<file path="config.mk">
export PLATFORM = sky130hd
export DESIGN_NAME = alu_req_issuer
export DESIGN_NICKNAME = d
export VERILOG_FILES = /design/src/rtl/alu_req_issuer.sv
export SDC_FILE = /design/constraint.sdc
export NUM_CORES = 1
export LEC_CHECK = 0
export CORE_MARGIN = 1
export CORE_UTILIZATION = 30
export CTS_BUF_LIST = sky130_fd_sc_hd__clkbuf_8
export DETAILED_ROUTE_END_ITERATION = 7
export GPL_TIMING_DRIVEN = 0
export SLEW_MARGIN = 25
export SYNTH_ARGS = -nofsm -noshare
export SYNTH_HDL_FRONTEND = slang
export SYNTH_SLANG_ARGS = --single-unit
</file>
<file path="constraint.sdc">
create_clock -name clk -period 2.8 [get_ports clk]
set_input_delay 0.7 -clock clk [delete_from_list [all_inputs] [get_ports clk]]
set_output_delay 0.7 -clock clk [all_outputs]
set_load 0.05 [all_outputs]
</file>
<file path="src/rtl/alu_req_issuer.sv">
// -----------------------------------------------------------------------------
// alu_req_issuer
//
// Purpose: issues one command at a time to a cv32e40p-style ALU. It registers
// the command, keeps the ALU inputs stable while the op runs (including
// multi-cycle div/rem), captures the result, and presents it on a
// valid/ready response port. A new command is accepted only after the
// previous response has been consumed.
//
// Optional feature (macro ALU_ISSUER_TIMEOUT_EN): an EXEC watchdog. If
// alu_ready stays low for 64 EXEC cycles, the op is abandoned and a response
// with rsp_timeout=1 and zero result/compare is returned. In the default
// build (macro undefined) there is no watchdog, EXEC waits indefinitely and
// rsp_timeout is tied to 0.
//
// Ports:
//   clk, rst_n                 clock (rising edge), async active-low reset
//   cmd_valid / cmd_ready      command handshake
//   cmd_operator, cmd_operand_a/b/c, cmd_vector_mode   command fields
//   alu_enable, alu_operator, alu_operand_a/b/c, alu_vector_mode, alu_ex_ready
//                              ALU drive (fields held stable through EXEC)
//   alu_bmask_a/b, alu_imm_vec_ext, alu_is_clpx, alu_is_subrot, alu_clpx_shift
//                              unused ALU controls, tied to 0
//   alu_result, alu_comparison_result, alu_ready      ALU results
//   rsp_valid / rsp_ready      response handshake
//   rsp_result, rsp_cmp, rsp_timeout                  response fields
//
// The cv32e40p_pkg below carries only the opcode subset this block and its
// bench use; when integrating with the full core, drop it in favour of the
// core's own package.
// -----------------------------------------------------------------------------
package cv32e40p_pkg;
    typedef enum logic [6:0] {
        ALU_SLTS = 7'b0000010,
        ALU_SLTU = 7'b0000011,
        ALU_ADD  = 7'b0011000,
        ALU_SUB  = 7'b0011001,
        ALU_DIVU = 7'b0110000,
        ALU_DIV  = 7'b0110001,
        ALU_REMU = 7'b0110010,
        ALU_REM  = 7'b0110011
    } alu_opcode_e;
endpackage

// state | meaning
// IDLE  | waiting for a command; cmd_ready high (after first post-reset edge)
// EXEC  | command driven to ALU with alu_enable; waiting for alu_ready
// RESP  | result held on rsp_*; waiting for rsp_ready
module alu_req_issuer
    import cv32e40p_pkg::*;
(
    input  logic        clk,
    input  logic        rst_n,

    input  logic        cmd_valid,
    output logic        cmd_ready,
    input  alu_opcode_e cmd_operator,
    input  logic [31:0] cmd_operand_a,
    input  logic [31:0] cmd_operand_b,
    input  logic [31:0] cmd_operand_c,
    input  logic [1:0]  cmd_vector_mode,

    output logic        alu_enable,
    output alu_opcode_e alu_operator,
    output logic [31:0] alu_operand_a,
    output logic [31:0] alu_operand_b,
    output logic [31:0] alu_operand_c,
    output logic [1:0]  alu_vector_mode,
    output logic        alu_ex_ready,
    output logic [4:0]  alu_bmask_a,
    output logic [4:0]  alu_bmask_b,
    output logic [1:0]  alu_imm_vec_ext,
    output logic        alu_is_clpx,
    output logic        alu_is_subrot,
    output logic [1:0]  alu_clpx_shift,

    input  logic [31:0] alu_result,
    input  logic        alu_comparison_result,
    input  logic        alu_ready,

    output logic        rsp_valid,
    input  logic        rsp_ready,
    output logic [31:0] rsp_result,
    output logic        rsp_cmp,
    output logic        rsp_timeout
);

    typedef enum logic [1:0] {
        ST_IDLE = 2'd0,
        ST_EXEC = 2'd1,
        ST_RESP = 2'd2
    } state_e;

    state_e      r_state;
    state_e      w_state_nxt;
    logic        r_cmd_ready;
    logic        w_accept;
    logic        w_capture;
    logic        w_timeout;
    logic        w_alu_enable;
    logic        w_ex_ready;
    logic        w_rsp_valid;

    alu_opcode_e r_op;
    logic [31:0] r_op_a;
    logic [31:0] r_op_b;
    logic [31:0] r_op_c;
    logic [1:0]  r_vec_mode;
    logic [31:0] r_result;
    logic        r_cmp;

    // cmd_ready is a flop so that it is low throughout reset, rises on the
    // first edge after release, and cannot be asserted in the RESP cycle that
    // hands over to IDLE.
    assign w_accept = cmd_valid && r_cmd_ready;

`ifdef ALU_ISSUER_TIMEOUT_EN
    logic [5:0] r_wd_cnt;
    logic       r_timeout;

    assign w_timeout = (r_state == ST_EXEC) && !alu_ready && (r_wd_cnt == 6'd63);

    always_ff @(posedge clk or negedge rst_n) begin
        if (!rst_n) begin
            r_wd_cnt <= 6'd0;
        end else if (w_accept) begin
            r_wd_cnt <= 6'd0;
        end else if ((r_state == ST_EXEC) && !alu_ready) begin
            r_wd_cnt <= r_wd_cnt + 6'd1;
        end
    end

    always_ff @(posedge clk or negedge rst_n) begin
        if (!rst_n) begin
            r_timeout <= 1'b0;
        end else if (w_capture) begin
            // alu_ready in the final watchdog cycle counts as normal completion
            r_timeout <= !alu_ready;
        end
    end

    assign rsp_timeout = r_timeout;
`else
    assign w_timeout   = 1'b0;
    assign rsp_timeout = 1'b0;
`endif

    always_ff @(posedge clk or negedge rst_n) begin
        if (!rst_n) begin
            r_state     <= ST_IDLE;
            r_cmd_ready <= 1'b0;
        end else begin
            r_state     <= w_state_nxt;
            r_cmd_ready <= (w_state_nxt == ST_IDLE);
        end
    end

    always_comb begin
        w_state_nxt  = r_state;
        w_alu_enable = 1'b0;
        w_ex_ready   = 1'b0;
        w_rsp_valid  = 1'b0;
        w_capture    = 1'b0;
        case (r_state)
            ST_IDLE: begin
                if (w_accept) begin
                    w_state_nxt = ST_EXEC;
                end
            end
            ST_EXEC: begin
                w_alu_enable = 1'b1;
                if (alu_ready) begin
                    w_ex_ready  = 1'b1;
                    w_capture   = 1'b1;
                    w_state_nxt = ST_RESP;
                end else if (w_timeout) begin
                    w_capture   = 1'b1;
                    w_state_nxt = ST_RESP;
                end
            end
            ST_RESP: begin
                w_rsp_valid = 1'b1;
                if (rsp_ready) begin
                    w_state_nxt = ST_IDLE;
                end
            end
            default: begin
                w_state_nxt = ST_IDLE;
            end
        endcase
    end

    always_ff @(posedge clk or negedge rst_n) begin
        if (!rst_n) begin
            r_op       <= alu_opcode_e'(7'd0);
            r_op_a     <= 32'd0;
            r_op_b     <= 32'd0;
            r_op_c     <= 32'd0;
            r_vec_mode <= 2'd0;
        end else if (w_accept) begin
            r_op       <= cmd_operator;
            r_op_a     <= cmd_operand_a;
            r_op_b     <= cmd_operand_b;
            r_op_c     <= cmd_operand_c;
            r_vec_mode <= cmd_vector_mode;
        end
    end

    // A watchdog capture (alu_ready low) returns zero result and compare.
    always_ff @(posedge clk or negedge rst_n) begin
        if (!rst_n) begin
            r_result <= 32'd0;
            r_cmp    <= 1'b0;
        end else if (w_capture) begin
            r_result <= alu_ready ? alu_result : 32'd0;
            r_cmp    <= alu_ready & alu_comparison_result;
        end
    end

    assign cmd_ready       = r_cmd_ready;
    assign alu_enable      = w_alu_enable;
    assign alu_ex_ready    = w_ex_ready;
    assign alu_operator    = r_op;
    assign alu_operand_a   = r_op_a;
    assign alu_operand_b   = r_op_b;
    assign alu_operand_c   = r_op_c;
    assign alu_vector_mode = r_vec_mode;
    assign alu_bmask_a     = 5'd0;
    assign alu_bmask_b     = 5'd0;
    assign alu_imm_vec_ext = 2'd0;
    assign alu_is_clpx     = 1'b0;
    assign alu_is_subrot   = 1'b0;
    assign alu_clpx_shift  = 2'd0;
    assign rsp_valid       = w_rsp_valid;
    assign rsp_result      = r_result;
    assign rsp_cmp         = r_cmp;

endmodule

</file>
==> impl_metrics.py, run 1 <==
metrics = {
    "cts": {
        "clk_latency_ns": 0.44,
        "post_cts_buffers": 0,
        "clk_path_buf_depth": 2,
        "cts.clk_slew.worst_paths_ns": 0.09,
        "cts_buffers": 17,
        "post_cts_resized": 3,
        "clockRootBuffer": "clkbuf_8",
        "postCtsHoldBufs": 0,
        "cts_sinks": 141,
        "cts_tree": "built",
        "htree_levels": 4,
    },
    "timing": {
        "finalClockSkew_ns": 0.0155,
        "rsz0062_at_grt": "no",
        "drv_slew": 0,
        "period_share": 0.962,
        "worstMarginPinSlew_ns": 0.569,
        "slew_headroom": 0.620,
        "tns_ns": 0,
        "setup_slack_ns": 0.108,
        "fin_crit_ns": 2.69,
        "setup_viol": 0,
        "hold_viol": 0,
        "fmax_ghz": 0.371,
    },
    "final_layout": {
        "multiInputGateArea_sq_um": 1840,
        "final_cell_mix": "clkdlybuf4s50_1 (282), dfrtp_1 (141), mux2_2 (97), mux2_4 (39), clkbuf_8 (19)",
        "register_area_sq_um": 3530,
        "nets": 787,
        "fin_cells": 886,
        "layout_commonest_cell": "clkdlybuf4s50_1",
        "antenna_cells": 0,
        "nFillCells": 1566,
        "areaGrowthSynthToFinish_pct": 65.2,
        "fin_area_sq_um": 9210,
        "drive_above_1_share": 0.312,
    },
    "global_routing": {
        "globalRoute.totalOverflow": 0,
        "grt_max_degree": 75,
        "grt_use_total": 0.158,
        "antenna_found_initial": 0,
        "grt_pass1_vias": 4137,
        "grt_pass1_wl_um": 23400,
    },
    "synthesis": {
        "synthCells": 324,
        "yosysSeqAreaShare": 0.633,
        "synth-simple-area-share": 0.00987,
        "synth_top_family_by_area": "multiplexers",
        "netlist_area_sq_um": 5580,
        "synthDistinctLibCells": 17,
        "synth_seq_cells": 141,
        "synthMuxAreaShare": 0.305,
        "synth_adder_area_share": 0,
        "synth_compound_area_frac": 0.00404,
        "synth-xor-area-share": 0,
        "yosysWarnings": 0,
        "postSynthAreaPerCell_sq_um": 17.2,
    },
    "setup_path": {
        "cpPeakStageDelay_ns": 0.52,
        "critPathMaxFanout": 10,
        "crit_path_start": "alu_ready",
        "r2r_start": "cmd_ready",
        "worst_setup_path_end_kind": "output port",
        "ff2ff_path_depth": 5,
        "worstPathCellList": "clkdlybuf4s50_1 -> nand3b_4 -> buf_6 -> inv_1 -> clkdlybuf4s15_2",
        "crit_arrival_ns": 1.99,
        "regToRegSetupSlack_ns": 1.35,
        "worstSetupPathType": "in2out",
        "crit_path_top_delay_cell": "clkdlybuf4s50_1",
        "cp.required_ns": 2.10,
        "crit_path_start_kind": "input pin",
        "r2r-end": "alu_operand_a[24]",
    },
    "place": {
        "place_congestion": 0.770,
        "dpl_worst_slack_ns": -0.342,
        "dp_hpwl_um": 11000,
        "portBuffers": 284,
        "dp.cells": 854,
        "post_dp_cell_area_sq_um": 8800,
    },
    "die": {
        "rows": 49,
        "io_pins": 302,
        "die-height_um": 138,
        "initial_core_util": 0.308,
        "fp.coreArea_sq_um": 18100,
        "fp.dieArea_sq_um": 19100,
        "die_x_um": 138,
    },
    "power_and_ir_drop": {
        "power_w": 0.0134,
        "peakVddDrop_mv": 0.765,
        "power.density_nw_per_um2": 1450,
        "leakagePower_nw": 3.96,
    },
    "route": {
        "first_pass_iters": 6,
        "vias": 3750,
        "ant_nets": 0,
        "drcViolationCount": 44,
        "drt_iter0_drc": 112,
        "wl_per_cell_um": 16.5,
        "via_per_inst": 4.23,
        "wirelength_um": 14600,
    },
    "status": {
        "violations": "DRC",
        "outcome": "finished, violations left",
    },
    "worst_hold_path": {
        "hold_class": "in2async",
    },
    "job": {
        "max_cap_viol_count": 0,
    },
}
[final cells by class]
class | instances | share of cell area
multi-input combinational | 165 | 0.200
inverter | 2 | 0.000815
clock buffer | 19 | 0.0284
sequential | 141 | 0.383
tap | 229 | 0.0311
buffer | 32 | 0.0281
timing repair buffer | 285 | 0.312
clock inverter | 13 | 0.0166
[report_power, final]
part / leakage, nW / switching, W / internal (W)
clock network: 0.212 / 0.000850 / 0.000860
logic: 2.09 / 0.00494 / 0.00310
registers: 1.66 / 0.000558 / 0.00308
[logic make-up (layout without fill, tap and decap cells)]
kind of cell / count (synthesis) / count (layout)
AND/OR/NAND/NOR: 6 / 6
other: 1 / 17
multiplexers: 138 / 138
flip-flops: 141 / 141
buffers and inverters: 34 / 351
AO/OA/AOI/OAI: 4 / 4
[cell usage after synthesis]
cell type | number | area share
dfrtp_1 | 141 | 0.63
mux2_2 | 97 | 0.20
mux2_4 | 39 | 0.11
buf_4 | 17 | 0.023
buf_6 | 9 | 0.018
buf_2 | 6 | 0.0054
inv_1 | 2 | 0.0013
mux2_1 | 2 | 0.0040
nand2b_1 | 2 | 0.0022
o21ai_0 | 2 | 0.0018
a21oi_1 | 1 | 0.00090
and2_4 | 1 | 0.0016
conb_1 | 1 | 0.00067
nand3b_1 | 1 | 0.0013
nand3b_4 | 1 | 0.0036
nor2b_1 | 1 | 0.0011
o31ai_1 | 1 | 0.0013
[sequential cells by signal (all words and copies together), names as in the netlist]
register	flops
alu_operand_a	32
alu_operand_b	32
alu_operand_c	32
alu_operator	7
alu_vector_mode	2
cmd_ready	1
r_state	2
rsp_cmp	1
rsp_result	32
[per-stage QoR]
| step | hold slack (ns) | util |
|---|---|---|
| 2_1_floorplan | 0.404 | - |
| 3_3_place_gp | 0.479 | 0.485 |
| 3_5_place_dp | 0.484 | 0.486 |
| 4_1_cts | 0.200 | 0.509 |
| 5_1_grt | 0.202 | 0.509 |
| 6_report | 0.196 | 0.509 |
[routing by layer]
layer,wire [um],GRT usage,share of wire,vias to the layer above
met5,0,0,0,-
met4,175,0.0491,0.012,0
met3,1290,0.0620,0.088,15
met2,7470,0.274,0.51,173
met1,5700,0.177,0.39,1819
li1,-,-,-,1743
[critical path: cells and delay by family]
family / cells / cell delay [ns]
buffers and inverters: 4 / 1.12
AND/OR/NAND/NOR: 1 / 0.16
[how the worst max path moves through the flow]
stage | to | slack, ns | cells past startpoint
3_3_place_gp | rsp_result[5] | -4.59 | 1
6_report | alu_ex_ready | 0.11 | 5
4_1_cts | alu_ex_ready | 0.09 | 5
3_5_place_dp | alu_ex_ready | -0.34 | 5
5_1_grt | alu_enable | 0.01 | 2
2_1_floorplan | alu_ex_ready | 0.81 | 3
Power figures use the tool's default switching activity.
==> inputs of run 2 (changes only) <==
- CAP_MARGIN: not set -> 10
- CELL_PAD_IN_SITES_DETAIL_PLACEMENT: not set -> 0
- CELL_PAD_IN_SITES_GLOBAL_PLACEMENT: not set -> 1
- CORE_UTILIZATION: 30 -> 34
- PLACE_DENSITY_LB_ADDON: not set -> 0.1
==> run 2 against run 1 <==
Net effect: fmax decreased by 0.28%; critical path depth is the same; the run now ends clean; core utilization is 7.1 points higher; wire length fell by 0.65%; first-iteration DRC count increased by 9.8%; clock skew down 0.0049 ns; combinational power about the same; sequential cell count unchanged; hold slack improved by 0.0082 ns.
==> impl_metrics.py, run 2 (same netlist as run 1, synthesis figures left out) <==
metrics = {
    "global_routing": {
        "grt_use_total": 0.175,
        "globalRoute.totalOverflow": 0,
        "grt_use_met1": 0.197,
        "grt_util_met2": 0.289,
        "grt_max_degree": 77,
        "grt_use_met3": 0.0828,
        "antenna_found_initial": 0,
        "grt_pass1_wl_um": 21700,
        "grt_pass1_vias": 3919,
        "grt-busiest-layer": "met2",
    },
    "route": {
        "ant_nets": 0,
        "vias": 3717,
        "via_per_inst": 4.26,
        "first_pass_iters": 5,
        "wl_per_cell_um": 16.7,
        "wirelength_um": 14500,
        "drt_iter0_drc": 123,
        "drcViolationCount": 0,
    },
    "setup_path": {
        "r2r_start": "cmd_ready",
        "crit_path_start": "alu_ready",
        "crit_path_start_kind": "input pin",
        "ff2ff_path_depth": 5,
        "crit_arrival_ns": 2.00,
        "r2r-end": "alu_operand_a[11]",
        "worst_setup_path_end_kind": "output port",
        "cp.required_ns": 2.10,
        "worstSetupEndpoint": "alu_ex_ready",
        "regToRegSetupSlack_ns": 1.34,
        "critPathMaxFanout": 10,
        "worstSetupPathType": "in2out",
    },
    "timing": {
        "setup_slack_ns": 0.100,
        "hold_viol": 0,
        "period_share": 0.964,
        "setup_viol": 0,
        "worstMarginPinSlew_ns": 0.588,
        "fin_crit_ns": 2.70,
        "drv_slew": 0,
        "finalClockSkew_ns": 0.0105,
        "rsz0062_at_grt": "no",
        "slew_headroom": 0.607,
        "fmax_ghz": 0.370,
    },
    "die": {
        "fp.dieArea_sq_um": 16900,
        "fp.coreArea_sq_um": 15900,
        "initial_core_util": 0.350,
        "die-height_um": 130,
        "die_x_um": 130,
        "rows": 46,
        "io_pins": 302,
    },
    "power_and_ir_drop": {
        "leakagePower_nw": 4.00,
        "power.density_nw_per_um2": 1470,
        "power_w": 0.0136,
        "peakVddDrop_mv": 0.714,
    },
    "cts": {
        "cts.clk_slew.worst_paths_ns": 0.08,
        "postCtsHoldBufs": 0,
        "cts_buffers": 17,
        "clk_latency_ns": 0.44,
        "post_cts_buffers": 0,
        "htree_levels": 4,
        "clk_path_buf_depth": 2,
        "clockRootBuffer": "clkbuf_8",
        "cts_sinks": 141,
        "cts_tree": "built",
    },
    "final_layout": {
        "post-route-util": 0.581,
        "final_cell_mix": "clkdlybuf4s50_1 (282), dfrtp_1 (141), mux2_2 (97), mux2_4 (39), clkbuf_8 (18)",
        "fin_area_sq_um": 9260,
        "drive_above_1_share": 0.306,
        "layout_commonest_cell": "clkdlybuf4s50_1",
        "nFillCells": 1271,
        "areaGrowthSynthToFinish_pct": 66.0,
        "nets": 787,
    },
    "place": {
        "dpl_worst_slack_ns": -0.350,
        "place_congestion": 0.691,
        "portBuffers": 284,
        "dp_hpwl_um": 11000,
        "post_dp_cell_area_sq_um": 8780,
    },
    "worst_hold_path": {
        "hold_class": "in2async",
    },
    "job": {
        "max_cap_viol_count": 0,
    },
    "status": {
        "outcome": "completed",
    },
}
[run 2: final cells by class]
type	count	area [sq um]	area share
Tap cell	216	270	0.0292
Clock buffer	18	248	0.0268
Clock inverter	13	223	0.0241
Sequential cell	141	3530	0.381
Inverter	2	7.51	0.000811
Antenna cell	1	2.50	0.000270
Timing Repair Buffer	285	2880	0.311
Multi-Input combinational cell	165	1840	0.199
Buffer	32	259	0.0280
[run 2: report_power, final]
group | total [W] | switching (W) | internal (W)
logic | 0.00805 | 0.00495 | 0.00310
clock network | 0.00193 | 0.000765 | 0.00116
registers | 0.00363 | 0.000553 | 0.00308
[run 2: worst max-delay path: stages]
cell             delay [ns]
clkdlybuf4s50_1        0.53
nand3b_4               0.17
buf_6                  0.19
inv_1                  0.06
clkdlybuf4s18_2        0.35
[run 2: stage by stage]
step                      TNS, ns  hold slack (ns)  cells
final                           0            0.205    873
after global routing            0            0.204    872
after CTS                       0            0.186    872
after detailed placement   -0.350            0.481    841
after global placement    -656.89            0.473    840
after floorplan                 0            0.404    340
[run 2: per-layer routing]
metal	share of wire	routed length, um	up-vias
met4	0.015	219	0
li1	-	-	1732
met3	0.11	1530	13
met1	0.40	5830	1777
met2	0.48	6960	195
met5	0	0	-
[run 2: worst min-delay path by stage]
stage	from	end
3_3_place_gp	rsp_result[29]	rsp_result[29]
5_1_grt	rst_n	alu_operand_a[24]
4_1_cts	rst_n	alu_operand_a[22]
2_1_floorplan	rst_n	alu_operand_a[0]
6_report	rst_n	alu_operand_a[22]
3_5_place_dp	rsp_result[25]	rsp_result[25]
[run 2: timing repair]
item                                    in CTS  in global routing
endpoints found under the setup margin       1                  1
gates resized for setup                      3                  1
pin swaps                                    0                  0
hold endpoints to repair                     0                  0
